`config.mk`:
```
export PLATFORM = sky130hd
export DESIGN_NAME = mem_bus_arbiter
export DESIGN_NICKNAME = d
export VERILOG_FILES = /design/src/rtl/riscv_bus_pkg.sv /design/src/rtl/bus_rr_pick.sv /design/src/rtl/mem_bus_arbiter.sv
export SDC_FILE = /design/constraint.sdc
export NUM_CORES = 1
export LEC_CHECK = 0
export CORE_AREA = 2 2 123 125
export CTS_CLUSTER_SIZE = 28
export DETAILED_ROUTE_END_ITERATION = 16
export DIE_AREA = 0 0 125 127
export PLACE_DENSITY = 0.67
export RECOVER_POWER = 50
export SLEW_MARGIN = 20
export SYNTH_ARGS = -nofsm -noshare
export SYNTH_HDL_FRONTEND = slang
export SYNTH_SLANG_ARGS = --single-unit
```
`constraint.sdc`:
```
create_clock -name clk -period 1.8 [get_ports clk]
set_clock_uncertainty 0.2 [all_clocks]
set_input_delay 0.18 -clock clk [delete_from_list [all_inputs] [get_ports clk]]
set_output_delay 0.18 -clock clk [all_outputs]
set_load 0.01 [all_outputs]
```
`src/rtl/riscv_bus_pkg.sv`:
```
// riscv_bus_pkg: shared master ids, priority-mode encodings and lock states for the memory bus
package riscv_bus_pkg;
    localparam logic M_CPU = 1'b0;
    localparam logic M_AUX = 1'b1;
    localparam int PRIO_RR = 0;
    localparam int PRIO_FIXED = 1;
    typedef enum logic [1:0] {UNLOCKED, LOCK0, LOCK1} lock_state_t;
endpackage

```
`src/rtl/bus_rr_pick.sv`:
```
// bus_rr_pick: one-hot 2-way grant honouring lock ownership, round-robin or fixed priority
module bus_rr_pick
    import riscv_bus_pkg::*;
(
    input  logic        [1:0] req,
    input  logic              ptr,
    input  lock_state_t       lock_state,
    input  logic              fixed,
    output logic        [1:0] gnt
);
    always_comb begin
        gnt = lock_state == LOCK0 ? {1'b0, req[0]} :
              lock_state == LOCK1 ? {req[1], 1'b0} :
              req != 2'b11 ? req :
              (fixed || ptr == M_CPU) ? 2'b01 : 2'b10;
    end
endmodule

```
`src/rtl/mem_bus_arbiter.sv`:
```
// mem_bus_arbiter: shares the word memory bus between two masters with bus lock
// and tagged routing of fixed-latency read data.
module mem_bus_arbiter
    import riscv_bus_pkg::*;
#(
    parameter int RD_LAT = 1,
    parameter int PRIO_MODE = PRIO_RR
) (
    input  logic        clk,
    input  logic        reset,
    input  logic        m0_req,
    input  logic        m0_we,
    input  logic [31:0] m0_addr,
    input  logic [31:0] m0_wdata,
    input  logic [3:0]  m0_wmask,
    input  logic        m0_lock,
    output logic        m0_gnt,
    output logic        m0_rvalid,
    output logic [31:0] m0_rdata,
    input  logic        m1_req,
    input  logic        m1_we,
    input  logic [31:0] m1_addr,
    input  logic [31:0] m1_wdata,
    input  logic [3:0]  m1_wmask,
    input  logic        m1_lock,
    output logic        m1_gnt,
    output logic        m1_rvalid,
    output logic [31:0] m1_rdata,
    output logic [31:0] mem_addr,
    output logic        mem_rstrb,
    output logic [31:0] mem_wdata,
    output logic [3:0]  mem_wmask,
    input  logic [31:0] mem_rdata
);
    logic [1:0] req, gnt;
    logic ptr, gid;
    lock_state_t lock_state;
    logic [RD_LAT-1:0] tag_v, tag_id;
    logic [31:0] hold0, hold1;

    assign req = reset ? 2'b00 : {m1_req, m0_req};
    assign gid = gnt[1];
    assign m0_gnt = gnt[0];
    assign m1_gnt = gnt[1];

    bus_rr_pick u_pick (
        .req(req),
        .ptr(ptr),
        .lock_state(lock_state),
        .fixed(PRIO_MODE == PRIO_FIXED),
        .gnt(gnt)
    );

    assign mem_addr = gnt[0] ? m0_addr : gnt[1] ? m1_addr : 32'd0;
    assign mem_wdata = gnt[0] ? m0_wdata : gnt[1] ? m1_wdata : 32'd0;
    assign mem_rstrb = gnt[0] ? !m0_we : gnt[1] & !m1_we;
    assign mem_wmask = (gnt[0] & m0_we) ? m0_wmask : (gnt[1] & m1_we) ? m1_wmask : 4'd0;

    // A locked owner is granted whenever it requests, so dropping its lock always releases the bus.
    always_ff @(posedge clk) begin
        if (reset) begin
            lock_state <= UNLOCKED;
            ptr <= M_CPU;
        end else begin
            case (lock_state)
                LOCK0: lock_state <= m0_lock ? LOCK0 : UNLOCKED;
                LOCK1: lock_state <= m1_lock ? LOCK1 : UNLOCKED;
                default: if (|gnt) begin
                    ptr <= !gid;
                    lock_state <= !(gid ? m1_lock : m0_lock) ? UNLOCKED : gid ? LOCK1 : LOCK0;
                end
            endcase
        end
    end

    always_ff @(posedge clk) begin
        if (reset) begin
            tag_v <= '0;
            tag_id <= '0;
            hold0 <= 32'd0;
            hold1 <= 32'd0;
        end else begin
            tag_v <= RD_LAT'({tag_v, mem_rstrb});
            tag_id <= RD_LAT'({tag_id, gid});
            if (m0_rvalid) hold0 <= mem_rdata;
            if (m1_rvalid) hold1 <= mem_rdata;
        end
    end

    assign m0_rvalid = !reset & tag_v[RD_LAT-1] & (tag_id[RD_LAT-1] == M_CPU);
    assign m1_rvalid = !reset & tag_v[RD_LAT-1] & (tag_id[RD_LAT-1] == M_AUX);
    assign m0_rdata = reset ? 32'd0 : m0_rvalid ? mem_rdata : hold0;
    assign m1_rdata = reset ? 32'd0 : m1_rvalid ? mem_rdata : hold1;
endmodule

```
# Word-level counts from Yosys, hierarchy flattened
# Cells that the tools add are included.
dict set report op_classes {
  eq_ne 3
  reduce_logical 8
  muxes 23
  n_bitwise 8
}
# cell count
set op_table {}
lappend op_table {{32-bit two-way mux} 8}
lappend op_table {{2-bit two-way mux} 9}
lappend op_table {{4-bit two-way mux} 2}
lappend op_table {{1-bit AND} 6}
lappend op_table {{1-bit zero test} 4}
lappend op_table {{2-bit case mux with 2 select lines} 1}
lappend op_table {{2-bit OR reduction} 2}
lappend op_table {{1-bit two-way mux} 3}
lappend op_table {{3-bit nonzero test} 1}
lappend op_table {{2-bit by 1-bit equality test with 1-bit output (second input constant)} 1}
lappend op_table {{2-bit equality test (second input constant)} 1}
lappend op_table {{2-bit inequality test (second input constant)} 1}
lappend op_table {{1-bit NOT} 2}
lappend op_table {{2-bit AND reduction} 1}
dict set report totals {
  wordCells 48
  out_inout_bits 137
  register_bits 69
}

# Depth between registers and ports, before layout
dict set report depth {
  depth_word 9
  depth_mapped 8
  mapped_depth_nobuf 6
}

# Modules after synthesis
# Synthesis repeated with hierarchy kept, for this count alone.
dict set report unflattened {
  cells_unflattened 402
  hier_area_um2 3472.1
}
# module instances seq_area_each_um2 cells_per_inst area_per_inst_um2
set by_module_without_submodules {}
lappend by_module_without_submodules {mem_bus_arbiter 1 1381.3 394 3420.8}
lappend by_module_without_submodules {bus_rr_pick 1 0.0 8 51.3}

# Worst setup path before layout
# No wires, ideal clock.
dict set report synth_timing {
  kind {register to output}
  startpoint {register lock_state[0]}
  endpoint {output mem_addr[13]}
  t_required_ps 1420
  stages_incl_launch_ff 8
  setup_slack_ps -21
  n_path_buf 2
  arrival_ps 1441
  path_cell_list {dfxtp_1 inv_1 ha_1 nor3b_4 nor3_2 buf_4 buf_4 a22o_1}
}
dict set report synth_between {
  elab_chain_len 5
}
# element line_no
set synth_rtl {}
lappend synth_rtl {{start: declaration} mem_bus_arbiter.sv:37} ;# lock_state_t lock_state;
lappend synth_rtl {{start signal: assignment} mem_bus_arbiter.sv:66} ;# LOCK0: lock_state <= m0_lock ? LOCK0 : UNLOCKED;
lappend synth_rtl {{start signal: assignment} mem_bus_arbiter.sv:67} ;# LOCK1: lock_state <= m1_lock ? LOCK1 : UNLOCKED;
lappend synth_rtl {{start signal: assignment} mem_bus_arbiter.sv:70} ;# lock_state <= !(gid ? m1_lock : m0_lock) ? UNLOCKED : gid ? LOCK1 : LOCK0;
lappend synth_rtl {{2-bit equality test} bus_rr_pick.sv:13} ;# lock_state == LOCK1 ? {req[1], 1'b0} :
lappend synth_rtl {{2-bit two-way mux} bus_rr_pick.sv:13}
lappend synth_rtl {{2-bit two-way mux (*)} bus_rr_pick.sv:12} ;# gnt = lock_state == LOCK0 ? {1'b0, req[0]} :
lappend synth_rtl {{32-bit two-way mux} mem_bus_arbiter.sv:54} ;# assign mem_addr = gnt[0] ? m0_addr : gnt[1] ? m1_addr : 32'd0;
lappend synth_rtl {{32-bit two-way mux (*)} mem_bus_arbiter.sv:54}
lappend synth_rtl {{end: declaration} mem_bus_arbiter.sv:29} ;# output logic [31:0] mem_addr,
# Every way passes the cells marked *; elsewhere a longest branch is shown, timed or not.

# Worst setup path in the final report
dict set report layout_timing {
  startpoint {register tag_v}
  endpoint {output m0_rdata[1]}
}
dict set report layout_between {
  elab_chain_len 4
}
# element line_no
set layout_rtl {}
lappend layout_rtl {{start: declaration} mem_bus_arbiter.sv:38} ;# logic [RD_LAT-1:0] tag_v, tag_id;
lappend layout_rtl {{start signal: assignment} mem_bus_arbiter.sv:83} ;# tag_v <= RD_LAT'({tag_v, mem_rstrb});
lappend layout_rtl {{1-bit AND (2 in a row)} mem_bus_arbiter.sv:90} ;# assign m0_rvalid = !reset & tag_v[RD_LAT-1] & (tag_id[RD_LAT-1] == M_CPU);
lappend layout_rtl {{32-bit two-way mux (2 in a row)} n/a}
lappend layout_rtl {{end: declaration} mem_bus_arbiter.sv:19} ;# output logic [31:0] m0_rdata,
# No other way between the ends.

==> flow_metrics.env <==
export IMPL_outcome="finished with violations"
export IMPL_violations="setup timing"
export IMPL_clock_sinks=69
export IMPL_finalHoldViolCount=0
export IMPL_overflow=0
export IMPL_synthCells=399
export IMPL_cts_tree="done"
export IMPL_antenna_found_initial=0
export IMPL_total_power_w=0.00515
export IMPL_synth_async_sr_flop_share_pct=0
export IMPL_crit_path_end_kind="output port"
export IMPL_vias_per_cell=4.77
export IMPL_cts_max_level=3
export IMPL_leakage_nw=4.08
export IMPL_grt_pass1_wl_um=26200
export IMPL_hpwlAfterDp_um=12900
export IMPL_met2_length_um=11300
export IMPL_drt_iter0_drc=166
export IMPL_die_w_um=125
export IMPL_placed_area_um2=6790
export IMPL_clk_insertion_delay_late_ps=330
export IMPL_timing_fmax_mhz=414
export IMPL_rsz0062_at_grt="yes"
export IMPL_ant_nets=0
export IMPL_nFillCells=1186
export IMPL_io_pins=313
export IMPL_crit_family="buffers and inverters"
export IMPL_setup_viol=156
export IMPL_required_ps=1420
export IMPL_hold_path_class="in -> reg"
export IMPL_final_common_cell="clkdlybuf4s50_1"
export IMPL_multiInputGateArea_um2=2360
export IMPL_syn_area_um2=3240
export IMPL_start_kind="register"
export IMPL_yosysSeqAreaShare_pct=42.7
export IMPL_syn_to_final_growth_pct=173
export IMPL_fin_area_um2=8820
export IMPL_max_stage_delay_ps=330
export IMPL_period_needed_ps=2420
export IMPL_vias=4844
export IMPL_antennaDiodeCount=0
export IMPL_crit_arrival_ps=2040
export IMPL_seq_area_um2=1390
export IMPL_top_layer_used="met4"
export IMPL_clockRootBuffer="clkbuf_16"
export IMPL_core_um2=14400
export IMPL_ys_flop_type="dfxtp_1"
export IMPL_synthDistinctLibCells=29
export IMPL_place_congestion=0.862
export IMPL_grt_pass1_vias=4741
export IMPL_timing_final_crit_share_pct=134
export IMPL_ys_warn_count=0
export IMPL_slew_viol_final=0
export IMPL_grtUsageTotal_pct=21.4
export IMPL_layout_common_cells="clkdlybuf4s50_1, buf_6, buf_2"
export IMPL_postCtsHoldBufs=0
export IMPL_start_util_pct=22.4
export IMPL_cp_cell_sequence="nor3b_4 > clkbuf_1 > clkbuf_1 > clkbuf_2 > buf_4 > o21ai_4 > buf_6"
export IMPL_setup_slack_ps=-616
export IMPL_grt_max_degree=29
export IMPL_syn_nets=577
export IMPL_slew_headroom_pct=62.5
export IMPL_tightest_slew_ps=563
export IMPL_crit_buf_inv=5
export IMPL_drc=0
export IMPL_firstDrtPassIters=4
export IMPL_crit_fanout=5
export IMPL_avgSynthCellArea_um2=8.11
export IMPL_clock_path_buffers=2
export IMPL_slowest_stage="dfxtp_2"
export IMPL_powerDensity_nw_per_um2=584
export IMPL_wl_um=20500
export IMPL_wl_met3_um=1420
export IMPL_io_buffer_count=312
export IMPL_drive_gt1_share_pct=51.9
export IMPL_synth_edf_count=0
export IMPL_nets=1004
export IMPL_fp_dieH_um=127
export IMPL_crit_top_cell="clkbuf_1"
export IMPL_wl_met1_um=6770
export IMPL_ir_drop_mv=0.330
export IMPL_routedWlPerCell_um=20.2
export IMPL_cts_buffers_inserted=9
export IMPL_maxCapViolCount=0
export IMPL_dieArea_um2=15900
export IMPL_crit_type="reg -> out"
export IMPL_ys_ff_latch=69
export IMPL_clk_pin_slew_worst_paths_ps=60
export IMPL_core_rowCount=44
-- repair_timing --
action | in CTS | in global routing
setup buffers | 28 | 69
resized for setup | 654 | 297
pin swaps | 13 | 73
gates cloned | 10 | 5
endpoints found under the setup margin | 137 | 141
-- stage by stage --
stage	hold slack [ps]	util [%]	setup TNS [ps]	std cells	setup slack, ps
4_1_cts	221	50.6	-52340	953	-628
3_3_place_gp	260	47.0	-87680	899	-730
2_1_floorplan	91.0	-	-42.4	399	-1.41
3_5_place_dp	270	47.0	-88130	899	-704
6_report	243	61.1	-65580	1015	-616
5_1_grt	245	61.1	-76810	1015	-662
-- worst reg2reg max path, stage by stage (launching register included) --
cell      delay (ps)
dfxtp_2          320
buf_6            110
nand3_2           60
clkbuf_1         440
inv_8             60
buf_8            160
buf_12           150
buf_6            110
nand2_2           60
nand2_2           70
buf_6            120
buf_6            100
buf_6            100
-- Yosys cell counts (4+ instances only) --
library cell / number / area share [%]
a22o_1: 64 / 17
clkbuf_1: 7 / 0.81
a32o_1: 4 / 1.2
o21ai_0: 35 / 5.4
nand3_1: 34 / 5.3
inv_1: 4 / 0.46
buf_4: 6 / 1.4
dfxtp_1: 69 / 43
nand2_1: 129 / 15
buf_6: 8 / 2.8
buf_2: 11 / 1.7
nor2_1: 4 / 0.46
-- flip-flops by register name (all words and copies together), names as in the netlist --
register and count:
hold1 32, tag_v 1, tag_id 1, lock_state 2, hold0 32, ptr 1
-- where the power goes --
part	switching (W)	internal [W]
logic	0.000712	0.00103
registers	0.0000303	0.00159
clock network	0.000702	0.00108
-- cell type report --
class	instances	area share, %
Multi-Input combinational cell	289	26.8
Timing Repair Buffer	452	51.1
Tap cell	184	2.61
Clock buffer	9	2.55
Clock inverter	7	0.865
Inverter	5	0.326
Sequential cell	69	15.7
-- kinds of logic (layout without fill, tap and decap cells) --
| family | after synthesis | count (layout) | synth area share, % |
|---|---|---|---|
| AND/OR/NAND/NOR | 176 | 176 | 22.9 |
| AO/OA/AOI/OAI | 110 | 110 | 25.5 |
| flip-flops | 69 | 69 | 42.7 |
| buffers and inverters | 41 | 473 | 7.77 |
| adder cells (fa/ha/maj) | 2 | 2 | 0.773 |
| multiplexers | 1 | 1 | 0.348 |
-- layer usage --
layer,vias to the layer above,GRT usage (%)
met5,-,0
met4,0,10.3
met3,53,7.41
met2,215,40.5
met1,2315,20.7
li1,2261,-
-- path summary, 6_finish.rpt --
kind | startpoint | endpoint | slack (ps) | depth (start not counted)
hold / removal | mem_rdata[5] | hold0[5] | 240 | 3
hold reg to reg | hold0[30] | hold0[30] | 260 | 2
setup reg to reg | tag_v | hold1[29] | -350 | 12
setup / recovery | tag_v | m0_rdata[1] | -620 | 7
No activity file was read; power rests on OpenSTA's default activity.
